**config.mk**
```make
export PLATFORM = sky130hd
export DESIGN_NAME = axi_rd_router
export DESIGN_NICKNAME = d
export VERILOG_FILES = /design/src/rtl/axi_rd_router.sv
export SDC_FILE = /design/constraint.sdc
export NUM_CORES = 1
export LEC_CHECK = 0
export CAP_MARGIN = 20
export CORE_AREA = 2 2 123 125
export DETAILED_ROUTE_END_ITERATION = 10
export DIE_AREA = 0 0 125 127
export GPL_TIMING_DRIVEN = 0
export PLACE_DENSITY = 0.64
export SYNTH_ARGS = -nofsm -noshare
export SYNTH_HDL_FRONTEND = slang
export SYNTH_SLANG_ARGS = --single-unit
```
**constraint.sdc**
```tcl
create_clock -name clk -period 1.96 [get_ports clk]
set_clock_uncertainty 0.1 [all_clocks]
set_input_delay 0.196 -clock clk [delete_from_list [all_inputs] [get_ports clk]]
set_output_delay 0.196 -clock clk [all_outputs]
set_load 0.05 [all_outputs]
```
**src/rtl/axi_rd_router.sv**
```systemverilog
// AXI read-path router: decodes AR to one of NUM_SLAVES ports, holds the select
// for the whole burst and answers unmapped addresses locally with DECERR beats.
module axi_rd_router #(
    parameter int NUM_SLAVES = 5,
    parameter int ADDR_W     = 32,
    parameter int DATA_W     = 32,
    parameter int DEC_MSB    = 31,
    parameter int DEC_LSB    = 28
) (
    input  logic                       clk,
    input  logic                       rst,
    input  logic [ADDR_W-1:0]          m_araddr,
    input  logic [7:0]                 m_arlen,
    input  logic                       m_arvalid,
    output logic                       m_arready,
    output logic [DATA_W-1:0]          m_rdata,
    output logic [1:0]                 m_rresp,
    output logic                       m_rlast,
    output logic                       m_rvalid,
    input  logic                       m_rready,
    output logic [ADDR_W-1:0]          s_araddr,
    output logic [7:0]                 s_arlen,
    output logic [NUM_SLAVES-1:0]      s_arvalid,
    input  logic [NUM_SLAVES-1:0]      s_arready,
    input  logic [NUM_SLAVES*DATA_W-1:0] s_rdata,
    input  logic [NUM_SLAVES*2-1:0]    s_rresp,
    input  logic [NUM_SLAVES-1:0]      s_rlast,
    input  logic [NUM_SLAVES-1:0]      s_rvalid,
    output logic [NUM_SLAVES-1:0]      s_rready,
    output logic                       busy,
    output logic [3:0]                 sel_q
);

    localparam int          DEC_W = DEC_MSB - DEC_LSB + 1;
    localparam int unsigned NS    = NUM_SLAVES;

    typedef enum logic [1:0] {
        IDLE,
        ADDR,
        DATA,
        ERR
    } state_e;

    state_e              state_q, state_d;
    logic [3:0]          sel_d;
    logic [ADDR_W-1:0]   addr_q, addr_d;
    logic [7:0]          len_q, len_d;
    logic [7:0]          beat_q, beat_d;

    logic [DEC_W-1:0]    dec_idx;
    logic [3:0]          idx;
    logic                mapped;

    logic [NUM_SLAVES-1:0] sel_oh;
    logic [DATA_W-1:0]   sel_rdata;
    logic [1:0]          sel_rresp;
    logic                sel_rlast;
    logic                sel_rvalid;
    logic                sel_arready;
    logic                err_last;

    assign dec_idx = m_araddr[DEC_MSB:DEC_LSB];
    assign idx     = 4'(dec_idx);
    // Compare one bit wider so NUM_SLAVES=16 does not overflow the index width.
    assign mapped  = ({1'b0, idx} < 5'(NUM_SLAVES));

    assign s_araddr = addr_q;
    assign s_arlen  = len_q;
    assign busy     = (state_q != IDLE);
    assign err_last = (beat_q == len_q);

    always_comb begin
        sel_oh     = '0;
        sel_rdata  = '0;
        sel_rresp  = '0;
        sel_rlast  = 1'b0;
        sel_rvalid = 1'b0;
        for (int unsigned j = 0; j < NS; j++) begin
            if (sel_q == 4'(j)) begin
                sel_oh[j]  = 1'b1;
                sel_rdata  = s_rdata[j*DATA_W +: DATA_W];
                sel_rresp  = s_rresp[j*2 +: 2];
                sel_rlast  = s_rlast[j];
                sel_rvalid = s_rvalid[j];
            end
        end
    end

    assign sel_arready = |(s_arready & sel_oh);

    always_comb begin
        state_d   = state_q;
        sel_d     = sel_q;
        addr_d    = addr_q;
        len_d     = len_q;
        beat_d    = beat_q;
        m_arready = 1'b0;
        m_rdata   = '0;
        m_rresp   = '0;
        m_rlast   = 1'b0;
        m_rvalid  = 1'b0;
        s_arvalid = '0;
        s_rready  = '0;

        case (state_q)
            IDLE: begin
                m_arready = ~rst;
                if (m_arvalid) begin
                    addr_d  = m_araddr;
                    len_d   = m_arlen;
                    sel_d   = idx;
                    beat_d  = '0;
                    state_d = mapped ? ADDR : ERR;
                end
            end
            ADDR: begin
                s_arvalid = sel_oh;
                if (sel_arready) begin
                    state_d = DATA;
                end
            end
            DATA: begin
                m_rdata  = sel_rdata;
                m_rresp  = sel_rresp;
                m_rlast  = sel_rlast;
                m_rvalid = sel_rvalid;
                s_rready = m_rready ? sel_oh : '0;
                if (sel_rvalid && m_rready && sel_rlast) begin
                    state_d = IDLE;
                end
            end
            ERR: begin
                m_rvalid = 1'b1;
                m_rresp  = 2'b11;
                m_rlast  = err_last;
                // Counter stops on the last beat so arlen=255 never wraps.
                if (m_rready) begin
                    if (err_last) begin
                        state_d = IDLE;
                    end else begin
                        beat_d = beat_q + 8'd1;
                    end
                end
            end
            default: state_d = IDLE;
        endcase
    end

    always_ff @(posedge clk or posedge rst) begin
        if (rst) begin
            state_q <= IDLE;
            sel_q   <= '0;
            addr_q  <= '0;
            len_q   <= '0;
            beat_q  <= '0;
        end else begin
            state_q <= state_d;
            sel_q   <= sel_d;
            addr_q  <= addr_d;
            len_q   <= len_d;
            beat_q  <= beat_d;
        end
    end

endmodule

```
# After elaboration in Yosys (flattened, before gate mapping)
# Cells that the tools add are included.
totals:
  mem_count: 0
  register_bits: 54
  word_cells: 77
  latch_bits: 0
  ramBits: 0
  in_bits: 229
  out_inout_bits: 92
  rom_bits: 0
op_classes:
  n_lt_le_gt_ge: 1
  n_div: 0
  n_reduce_logical: 10
  eq_ne: 14
  n_mux: 44
  n_shift: 0
  bitwise_logic: 2
  multipliers: 0
  n_addsub: 1
op_table:
  columns: ["op", "count"]
  rows:
  - ["$mux W32", 6]
  - ["$mux W8", 3]
  - ["$mux W2", 11]
  - ["$mux W1", 16]
  - ["$pmux W8 S2", 1]
  - ["$mux W5", 3]
  - ["$ne A2 B2 Y1 const B", 6]
  - ["$add A8 B1 Y8 const B", 1]
  - ["$eq A4 B2 Y1 const B", 2]
  - ["$eq A8 B8 Y1", 1]
  - ["$pmux W2 S4", 1]
  - ["$and A5 B5 Y5", 1]
  - ["$reduce_and A5 Y1", 1]
  - ["$reduce_or A5 Y1", 1]
  - ["$eq A2 B2 Y1 const B", 2]
  - ["$eq A4 B1 Y1 const B", 1]
  - ["$eq A4 B3 Y1 const B", 1]
  - ["$logic_not A4 Y1", 1]
  - ["$lt A4 B3 Y1 const B", 1]
  - ["$pmux W1 S2", 2]
  - ["$pmux W2 S2", 1]
  - ["$reduce_and A4 Y1", 1]
  - ["$reduce_bool A2 Y1", 2]
  - ["$eq A2 B1 Y1 const B", 1]
  - ["other kinds (4)", 5]

# Logic depth before layout (Yosys ltp)
# Gate-level depths: netlist (run 1).
logic_depth:
  ltp_word: 10
  depth_mapped: 6
  mapped_depth_nobuf: 6

# Least setup slack after synthesis (run 1)
# Ideal clock, no wire load.
synth_timing:
  path_type: "reg2out"
  startpoint: "reg sel_q[1]"
  endpoint: "out m_rdata[10]"
  t_arrival_ps: 2406
  stages_incl_launch_ff: 6
  path_slack_ps: -742
  path_buffers: 1
  required_time_ps: 1664
  path_cell_list: "dfrtp_1 > nand2b_1 > nor3_4 > clkbuf_1 > a22oi_1 > a21oi_1"
synth_via:
  elab_chain_len: 7
  word_cells_on_any_way: 11
  classes_between: "eq/ne: 4; mux: 6; reduce/logical: 1"
synth_lines:
  columns: ["item", "line", "rtl"]
  rows:
  - ["start: declaration", "31", "output logic [3:0] sel_q"]
  - ["start signal: assignment", "158", "sel_q <= sel_d;"]
  - ["$logic_not A4 Y1", "79", "if (sel_q == 4'(j)) begin"]
  - ["$mux W32 (4 in a row)", "79", null]
  - ["$mux W32 (*)", "79", null]
  - ["$mux W32 (*)", "105", "case (state_q)"]
  - ["end: declaration", "16", "output logic [DATA_W-1:0] m_rdata,"]
# Mark *: on every way between the ends. The rest lies on a longest branch, timed or not.

# Worst setup path in the final report (run 1)
layout_timing:
  startpoint: "reg sel_q[2]"
  endpoint: "out m_rdata[20]"
# Same word-level chain as after synthesis.

==> results of run 1 <==
layer usage:
metal  track usage (%)  vias to the layer above
met5                 0                        -
met4              7.84                        0
met3              5.15                       38
met2              41.2                      222
met1              24.9                     2306
li1                  -                     2296
final timing paths:
check	slack [ns]	cells past startpoint	endpoint	start
max	-0.44	7	m_rdata[20]	sel_q[2]
min	0.21	2	s_arlen[6]	rst
max reg2reg	0.02	7	beat_q[1]	beat_q[5]
min reg2reg	0.38	2	s_araddr[27]	s_araddr[27]
max in group asynchronous	1.00	3	beat_q[2]	rst
min in group clk	0.33	3	s_arlen[3]	m_arlen[3]
worst max-delay path: stages (launching register included):
cell	delay, ns
sky130_fd_sc_hd__dfrtp_2	0.43
sky130_fd_sc_hd__or3b_4	0.28
sky130_fd_sc_hd__nor2_4	0.05
sky130_fd_sc_hd__buf_12	0.13
sky130_fd_sc_hd__buf_8	0.12
sky130_fd_sc_hd__a222oi_1	0.53
sky130_fd_sc_hd__a21oi_4	0.11
sky130_fd_sc_hd__buf_6	0.17
per-stage QoR:
stage	setup TNS [ns]	utilization, %	hold slack, ns	setup WS [ns]	instance area [um2]
CTS	-15.52	55.0	0.217	-0.466	7940
global placement	-71.14	51.4	0.356	-1.08	7410
finish	-14.16	57.1	0.206	-0.441	8230
global route	-17.41	57.1	0.266	-0.509	8230
detailed placement	-44.27	51.5	0.365	-1.14	7430
floorplan	-4.29	-	0.201	-0.147	3980
cell families (layout without fill, tap and decap cells):
group	Yosys count	count (layout)
AND/OR/NAND/NOR	186	186
AO/OA/AOI/OAI	123	123
flip-flops	50	50
buffers and inverters	47	410
multiplexers	12	12
XOR/XNOR	8	8
adder cells (fa/ha/maj)	1	1
other	0	1
cell usage in the layout (no fill, tap or decap), types with 3 or more instances in the layout:
master                            Yosys  final
sky130_fd_sc_hd__a21oi_4              0     32
sky130_fd_sc_hd__dfrtp_2              0      9
sky130_fd_sc_hd__mux2i_1              7      7
sky130_fd_sc_hd__buf_2               10      3
sky130_fd_sc_hd__clkbuf_1            17      3
sky130_fd_sc_hd__nand2b_1             8      6
sky130_fd_sc_hd__nand2_1            136    135
sky130_fd_sc_hd__a22oi_1             32     30
sky130_fd_sc_hd__inv_2                2      3
sky130_fd_sc_hd__a222oi_1            33     33
sky130_fd_sc_hd__dfrtp_1             50     41
sky130_fd_sc_hd__buf_1                4      4
sky130_fd_sc_hd__buf_8                0     20
sky130_fd_sc_hd__nor2_4               1      3
sky130_fd_sc_hd__clkdlybuf4s50_1      0    266
sky130_fd_sc_hd__nand4_1              3      3
sky130_fd_sc_hd__buf_6                2     42
sky130_fd_sc_hd__buf_4                8     44
sky130_fd_sc_hd__clkbuf_4             0      3
sky130_fd_sc_hd__clkbuf_16            0      6
sky130_fd_sc_hd__buf_12               0      4
sky130_fd_sc_hd__clkbuf_2             0      3
sky130_fd_sc_hd__nor2_1              14      7
sky130_fd_sc_hd__xor2_1               8      7
sky130_fd_sc_hd__nor2_2               0      5
sky130_fd_sc_hd__a21oi_1             37      5
state kept, by name (all words and copies together) (netlist names):
name,cells
sel_q,4
state_q,2
s_arlen,8
beat_q,8
s_araddr,28
timing repair:
| item | in CTS | in global routing |
|---|---|---|
| gates cloned | 1 | 1 |
| pin swaps | 42 | 41 |
| gates resized for setup | 377 | 62 |
| endpoints found under the setup margin | 51 | 85 |
| buffers inserted | 19 | 16 |
power breakdown:
group	switching, W	internal [W]	total [W]
registers	0.000344	0.00148	0.00182
logic	0.00595	0.00392	0.00988
clock network	0.000377	0.000598	0.000975
total	0.00668	0.00600	0.0127
cell type report:
class                      instances  area (um2)
antenna                            1        2.50
timing repair buffer             358        3650
sequential                        50        1260
multi-input combinational        330        2560
inverter                           6        27.5
tap                              184         230
clock inverter                     3        40.0
buffer                            38         333
clock buffer                       5         125
fill                            1276        6190
==> results.yml, run 1 <==
logic_synthesis:
  yosysUniqueCellTypes: 52
  synth-simple-area-share_pct: 24.3
  ys.flop_type: "sky130_fd_sc_hd__dfrtp_1"
  synth.most_common_cell: "sky130_fd_sc_hd__nand2_1"
  post_synth_most_frequent_cells: "sky130_fd_sc_hd__nand2_1, sky130_fd_sc_hd__dfrtp_1, sky130_fd_sc_hd__a21oi_1"
  yosys-mux-area-fraction_pct: 4.35
  seq_cells_post_synth: 50
  synth_fa_ha_area_share_pct: 0.357
  ys.warnings.count: 0
  async_reset_ff_share_pct: 100
  fraction_of_the_yosys_area_taken_by_sequential_cells_pct: 35.7
  synthDominantCellAreaShare_pct: 35.7
  synth.largest_area_cell: "sky130_fd_sc_hd__dfrtp_1"
  synthXorXnorAreaFrac_pct: 2.00
  postSynthAreaPerCell_um2: 8.21
  synth.cell_area_mm2: 0.00351
  synth_area_leaders: "sky130_fd_sc_hd__dfrtp_1, sky130_fd_sc_hd__nand2_1, sky130_fd_sc_hd__a222oi_1"
  syn-num-nets: 657
  main_combinational_cell_family_by_area_after_synthesis: "compound AO/OA/AOI/OAI gates"
  synth_compound_gate_area_share_pct: 26.7
  syn_inst: 427
  synth_enable_flop_cells: 0
drt:
  ant_nets: 0
  wirelength_um: 18800
  met3WireLength_um: 1440
  drt_first_iter_violations: 290
  vias: 4862
  drtPass1Iterations: 5
  drt_drc_violations_left: 0
  routed_wire_length_per_instance_um: 19.3
  met1_length_um: 6920
  top_layer: "met4"
  detail_route.vias_per_cell: 4.99
  routed_met2_length_um: 9740
global_route:
  grt-ovfl-total: 0
  grt_max_degree: 28
  grt_pass1_wl_um: 28100
  grt.total_usage_pct: 22.2
  number_of_global_route_vias_before_repair: 5003
  antenna_found_initial: 1
placed_design:
  placement.io_buffers: 320
  dp.final_hpwl_um: 14900
  gp_routability_congestion: 0.967
  dp_cells: 932
pwr:
  power_per_cell_area_mw_per_mm2: 1540
  power_w: 0.0127
  p_leak_nw: 3.33
  vdd_ir_drop_max_uv: 1140
outcome:
  violations: "negative setup slack"
  outcome: "finished, violations left"
timing:
  fin_crit_sh_pct: 122
  min_period_ns: 2.40
  rsz0062_at_grt: "yes"
  setup_violations: 42
  timing.slew.headroom_pct: 63.1
  maxClockFrequency_mhz: 417
  worst_slack_ns: -0.441
  final_hold_viols: 0
  final_number_of_max_transition_violations: 0
  worst-slew-pin-transition_ns: 0.554
finish:
  count_of_placed_standard_cells_in_the_final_layout_fillers_left_out: 975
  flow.area_growth_from_synthesis_pct: 135
  final_layout_size_suffix_gt1_share_pct: 27.6
  num-nets-final: 1019
clocking:
  numCtsBuffers: 5
  cts_hold_repair.buffers: 0
  cts_tree: "built"
  cts.reportedPaths.clkPinSlew_ns: 0.07
  cts.htree.levels: 2
  clock_sinks: 50
  cts_buffer_depth: 2
  clock_insertion_delay_at_the_later_pin_of_the_skew_report_ns: 0.29
  cts_root_buffer: "sky130_fd_sc_hd__clkbuf_16"
setup_path:
  setup.worst_path.end_class: "output pin"
  timing.critical_path.arrival_ns: 2.10
  startpoint_type: "flop"
  critPathKind: "flop to output pin"
  timing.critical_path.fanout_max: 6
  worst_ep_required_time_ns: 1.66
floorplan:
  ioPinCount: 321
  die_area_mm2: 0.0159
  die_w_um: 125
  die_h_um: 127
  floorplan.initialDensity_pct: 24.3
  rows: 44
  area_of_the_placeable_core_mm2: 0.0144
job:
  max_cap_viol_count: 0
worst_hold_path:
  worst_hold_path_type: "input port to asynchronous set/reset pin"
No activity file was read; power rests on OpenSTA's default activity.
==> run 2: changes to the inputs <==
--- a/config.mk
+++ b/config.mk
@@ -6,11 +6,11 @@
 export NUM_CORES = 1
 export LEC_CHECK = 0
 export CAP_MARGIN = 20
-export CORE_AREA = 2 2 123 125
+export CORE_AREA = 4 4 122 124
 export DETAILED_ROUTE_END_ITERATION = 10
-export DIE_AREA = 0 0 125 127
+export DIE_AREA = 0 0 126 128
 export GPL_TIMING_DRIVEN = 0
-export PLACE_DENSITY = 0.64
+export PLACE_DENSITY = 0.67
 export SYNTH_ARGS = -nofsm -noshare
 export SYNTH_HDL_FRONTEND = slang
 export SYNTH_SLANG_ARGS = --single-unit
==> run 2 against run 1 <==
  * The flow still finishes with violations (negative setup slack)
  * Via count down 0.16%
  * Utilization up 2.3 points
  * Global-route usage up 1.5 points
  * Total power down 1.4%
  * Combinational power down 1%
  * Non-clock buffer count down 1
  * Worst setup slack about the same
  * Routed wire length up 8.6%
  * First-iteration DRC count down 1.0%
  * Sequential power about the same
  * Critical path type unchanged
  * Critical endpoint is now m_rdata[15]
==> results.yml, run 2 (synthesis gave the netlist of run 1 again) <==
drt:
  drtPass1Iterations: 8
  drt_drc_violations_left: 0
  detail_route.vias_per_cell: 5.00
  wirelength_um: 20400
  drt_first_iter_violations: 287
  routed_wire_length_per_instance_um: 21.1
  vias: 4854
  ant_nets: 0
timing:
  maxClockFrequency_mhz: 417
  min_period_ns: 2.40
  setup_tns_ns: -15.48
  timing.slew.headroom_pct: 62.6
  worst_slack_ns: -0.441
  final_hold_viols: 0
  fin_crit_sh_pct: 122
  setup_violations: 45
  worst-slew-pin-transition_ns: 0.562
  final_number_of_max_transition_violations: 0
  rsz0062_at_grt: "yes"
setup_path:
  worstPathCellList: "or3b_4 > nor2_4 > buf_12 > buf_6 > a222oi_1 > a21oi_4 > buf_8"
  critical_path_cell_count: 7
  setup.worst_path.end_class: "output pin"
  rr_startpoint: "sel_q[1]"
  critPathKind: "flop to output pin"
  worst_path_slowest_cell: "sky130_fd_sc_hd__a222oi_1"
  regToRegEndpoint: "state_q[1]"
  cpLargestDelayFamily: "compound AO/OA/AOI/OAI gates"
  worst_ep_required_time_ns: 1.66
  startpoint_type: "flop"
  buf_inv_on_cp: 3
  cp_slowest_stage_delay_ns: 0.52
  worst-r2r-cell-count: 8
  timing.critical_path.fanout_max: 9
  reg2reg_slack_ns: -0.01
  timing.critical_path.arrival_ns: 2.10
clocking:
  cts.reportedPaths.clkPinSlew_ns: 0.06
  cts_buffer_depth: 2
  cts_tree: "built"
  cts.htree.levels: 2
  clock_insertion_delay_at_the_later_pin_of_the_skew_report_ns: 0.29
  clock_sinks: 50
  numCtsBuffers: 5
  cts_root_buffer: "sky130_fd_sc_hd__clkbuf_16"
placed_design:
  gp_routability_congestion: 0.979
  dp.final_hpwl_um: 16500
  detailedPlace.worstSlack_ns: -1.05
  placement.io_buffers: 320
floorplan:
  die_h_um: 128
  floorplan.initialDensity_pct: 25.5
  rows: 43
  ioPinCount: 321
  area_of_the_placeable_core_mm2: 0.0138
  die_w_um: 126
  die_area_mm2: 0.0161
finish:
  layout.area.seq_mm2: 0.00126
  largest_reg_flops: 28
  multiInputGateArea_mm2: 0.00252
  num-nets-final: 1018
  final_common_cell: "sky130_fd_sc_hd__clkdlybuf4s50_1"
  final.fill_count: 1250
  final_cell_mix: "sky130_fd_sc_hd__clkdlybuf4s50_1, sky130_fd_sc_hd__nand2_1, sky130_fd_sc_hd__dfrtp_1"
  flow.area_growth_from_synthesis_pct: 133
  final_layout_size_suffix_gt1_share_pct: 26.7
outcome:
  violations: "negative setup slack"
  outcome: "finished, violations left"
global_route:
  grt.total_usage_pct: 23.7
  grt_pass1_wl_um: 30100
  grt_max_degree: 31
  grt-ovfl-total: 0
  antenna_found_initial: 1
  number_of_global_route_vias_before_repair: 5129
pwr:
  power_w: 0.0125
  power_per_cell_area_mw_per_mm2: 1530
  p_leak_nw: 3.33
  vdd_ir_drop_max_uv: 957
worst_hold_path:
  worst_hold_path_type: "input port to asynchronous set/reset pin"
job:
  max_cap_viol_count: 0
run 2: cell count changes in the layout (fill, tap and decap cells not counted), moves of 2 or more:
cell	previous run	this run
sky130_fd_sc_hd__buf_8	20	18
sky130_fd_sc_hd__dlygate4sd2_1	2	4
sky130_fd_sc_hd__a22oi_1	30	32
sky130_fd_sc_hd__dfrtp_2	9	7
sky130_fd_sc_hd__buf_6	42	37
sky130_fd_sc_hd__clkbuf_2	3	6
sky130_fd_sc_hd__buf_4	44	42
sky130_fd_sc_hd__dfrtp_1	41	43
sky130_fd_sc_hd__a22oi_2	2	0
run 2: final cells by class:
cell class                 count  share of cell area [%]
clock buffer                   6                    1.70
antenna                        1                  0.0306
inverter                       6                   0.275
timing repair buffer         355                    44.7
multi-input combinational    330                    30.9
clock inverter                 2                   0.153
tap                          180                    2.75
sequential                    50                    15.4
buffer                        40                    4.08
run 2: worst reg2reg max path, cell delays in order, from the launching register on:
cell	delay, ns
sky130_fd_sc_hd__dfrtp_2	0.45
sky130_fd_sc_hd__or3b_4	0.44
sky130_fd_sc_hd__buf_4	0.16
sky130_fd_sc_hd__o32a_1	0.19
sky130_fd_sc_hd__nor2_1	0.14
sky130_fd_sc_hd__buf_4	0.12
sky130_fd_sc_hd__buf_4	0.10
sky130_fd_sc_hd__o41ai_2	0.06
sky130_fd_sc_hd__mux2i_1	0.14
run 2: worst max path at each step:
stage / startpoint / endpoint
finish: sel_q[2] / m_rdata[15]
global placement: state_q[0] / m_rdata[11]
CTS: sel_q[2] / m_rdata[5]
floorplan: sel_q[1] / m_rdata[10]
global route: sel_q[2] / m_rdata[5]
detailed placement: state_q[0] / m_rdata[11]
run 2: power by group:
| part | switching, W | total (W) | leakage, nW | internal (W) |
|---|---|---|---|---|
| sequential | 0.000367 | 0.00185 | 0.626 | 0.00148 |
| combinational | 0.00590 | 0.00977 | 2.63 | 0.00387 |
| clock | 0.000377 | 0.000883 | 0.0729 | 0.000506 |
run 2: metal layers:
| layer | track usage, % | wire length (um) | up-vias |
|---|---|---|---|
| met3 | 5.71 | 1410 | 28 |
| li1 | - | - | 2301 |
| met1 | 27.0 | 7810 | 2314 |
| met5 | 0 | 0 | - |
| met4 | 7.63 | 530 | 0 |
| met2 | 43.4 | 10700 | 211 |
run 2: timing repair:
item,CTS,global route
hold buffers,0,0
gates cloned,2,1
setup buffers,26,6
pin swaps,33,20
endpoints found under the setup margin,52,92
resized for setup,382,20
run 2: metrics by stage:
step | util, % | hold slack, ns | cell area, um2 | cells
6_report | 59.4 | 0.201 | 8180 | 970
5_1_grt | 59.4 | 0.238 | 8180 | 970
4_1_cts | 58.4 | 0.214 | 8040 | 963
3_5_place_dp | 53.9 | 0.364 | 7430 | 928
3_3_place_gp | 53.8 | 0.358 | 7410 | 927
2_1_floorplan | - | 0.201 | 3980 | 427
==> run 3: changes to the inputs <==
--- a/config.mk
+++ b/config.mk
@@ -11,6 +11,7 @@
 export DIE_AREA = 0 0 126 128
 export GPL_TIMING_DRIVEN = 0
 export PLACE_DENSITY = 0.67
+export SETUP_SLACK_MARGIN = 0.1
 export SYNTH_ARGS = -nofsm -noshare
 export SYNTH_HDL_FRONTEND = slang
 export SYNTH_SLANG_ARGS = --single-unit
==> run 3 against run 2 <==
  * Clock power is 14% higher
  * Final cell count up 0.93%
  * Largest power group unchanged
  * Non-clock buffer count increased by 7
  * The flow still finishes with violations (negative setup slack)
  * Count of clock-buffer cells in the layout is 1 lower
  * Die area stayed put
  * Sequential power about the same
  * Global-route usage is 0.96 points higher
  * Critical path type unchanged
  * Sequential cell count unchanged
==> results.yml, run 3 (synthesis gave the netlist of run 1 again) <==
outcome:
  outcome: "finished, violations left"
  violations: "negative setup slack"
global_route:
  grt-ovfl-total: 0
  grt_pass1_wl_um: 30600
  grt.total_usage_pct: 24.6
  antenna_found_initial: 6
  number_of_global_route_vias_before_repair: 5103
  grt_max_degree: 31
finish:
  largest_reg_flops: 28
  finish.instance_area_mm2: 0.00834
  final_layout_size_suffix_gt1_share_pct: 30.2
  flow.area_growth_from_synthesis_pct: 138
  final_common_cell: "sky130_fd_sc_hd__clkdlybuf4s50_1"
  num-nets-final: 1025
  multiInputGateArea_mm2: 0.00261
  final.fill_count: 1198
  final_util_pct: 60.5
  layout.area.seq_mm2: 0.00127
  final_cell_mix: "sky130_fd_sc_hd__clkdlybuf4s50_1, sky130_fd_sc_hd__nand2_1, sky130_fd_sc_hd__buf_4"
clocking:
  clock_sinks: 50
  cts_hold_repair.buffers: 0
  clock_insertion_delay_at_the_later_pin_of_the_skew_report_ns: 0.30
  cts_root_buffer: "sky130_fd_sc_hd__clkbuf_16"
  cts.reportedPaths.clkPinSlew_ns: 0.07
  cts_tree: "built"
  cts.htree.levels: 2
  cts_buffer_depth: 2
  numCtsBuffers: 5
setup_path:
  cp_slowest_stage_delay_ns: 0.82
  worstPathCellList: "or3b_4 > nor2_4 > buf_6 > a222oi_1 > a21oi_4 > buf_6"
  worst_ep_required_time_ns: 1.66
  startpoint_type: "flop"
  timing.critical_path.arrival_ns: 2.33
  timing.critical_path.fanout_max: 7
  worst_path_slowest_cell: "sky130_fd_sc_hd__a222oi_1"
  cp_common_cell: "sky130_fd_sc_hd__buf_6"
  setup.worst_path.end_class: "output pin"
  critPathKind: "flop to output pin"
  worst-r2r-cell-count: 7
pwr:
  vdd_ir_drop_max_uv: 1190
  power_per_cell_area_mw_per_mm2: 1550
  p_leak_nw: 3.39
timing:
  worst_slack_ns: -0.661
  min_period_ns: 2.62
  fin_crit_sh_pct: 134
  hold_slack_ns: 0.220
  worst-slew-pin-transition_ns: 0.927
  timing.slew.headroom_pct: 38.2
  final_hold_viols: 0
  final_number_of_max_transition_violations: 0
  rsz0062_at_grt: "yes"
  maxClockFrequency_mhz: 381
  setup_violations: 44
worst_hold_path:
  worst_hold_path_type: "input port to asynchronous set/reset pin"
drt:
  vias: 5008
  met1_length_um: 8130
  drt_drc_violations_left: 0
  met3WireLength_um: 1750
  drtPass1Iterations: 8
  routed_wire_length_per_instance_um: 21.7
  top_layer: "met5"
  detail_route.vias_per_cell: 5.12
  routed_met2_length_um: 10900
  ant_nets: 0
  wirelength_um: 21200
  drt_first_iter_violations: 369
placed_design:
  dp.final_hpwl_um: 16900
  placement.io_buffers: 320
  detailedPlace.worstSlack_ns: -1.24
  gp_routability_congestion: 0.942
  detailed_place.area_mm2: 0.00748
floorplan:
  area_of_the_placeable_core_mm2: 0.0138
  die_h_um: 128
  die_area_mm2: 0.0161
  floorplan.initialDensity_pct: 25.5
  rows: 43
  die_w_um: 126
  ioPinCount: 321
job:
  max_cap_viol_count: 0
-- run 3: path summary, 6_finish.rpt --
path,startpoint,slack [ns],endpoint
max,sel_q[2],-0.66,m_rdata[4]
min in group clk,m_araddr[24],0.32,s_araddr[24]
max in group asynchronous,rst,1.01,sel_q[2]
min,rst,0.22,s_arlen[6]
max reg2reg,sel_q[1],0.05,state_q[1]
min reg2reg,s_araddr[24],0.37,s_araddr[24]
-- run 3: critical path, delay by kind of cell, from the launching register on --
kind / cells / cell delay [ns]
compound gates: 2 / 0.91
buf+inv: 2 / 0.33
flops: 1 / 0.44
simple gates: 2 / 0.34
-- run 3: where the power goes --
part	switching [W]	leakage, nW	internal, W	total [W]
Clock	0.000403	0.0842	0.000605	0.00101
Combinational	0.00609	2.70	0.00398	0.0101
Sequential	0.000370	0.614	0.00149	0.00186
Total	0.00686	3.39	0.00607	0.0129
-- run 3: timing repair --
action	in CTS	in global routing
setup buffers	24	13
resized for setup	400	45
cloned	1	2
hold endpoints to repair	0	0
pin swaps	24	13
endpoints found under the setup margin	97	70
-- run 3: layout make-up --
cell class / instances / share of cell area (%)
Antenna cell: 3 / 0.0900
Buffer: 41 / 4.40
Clock buffer: 5 / 1.50
Clock inverter: 3 / 0.525
Inverter: 6 / 0.300
Multi-Input combinational cell: 330 / 31.2
Sequential cell: 50 / 15.2
Tap cell: 180 / 2.70
Timing Repair Buffer: 361 / 44.0
-- run 3: metal layers --
layer,GRT usage [%],vias up
met1,28.8,2416
met2,44.4,240
met3,6.96,31
met5,0,-
met4,6.56,4
li1,-,2317
-- run 3: stage by stage --
stage               total power, W  TNS (ns)  std cells
floorplan                  0.00784     -4.51        427
global placement            0.0106    -78.15        927
detailed placement          0.0107    -46.32        928
CTS                         0.0125    -17.67        961
global route                0.0136    -20.47        979
finish                      0.0129    -18.61        979
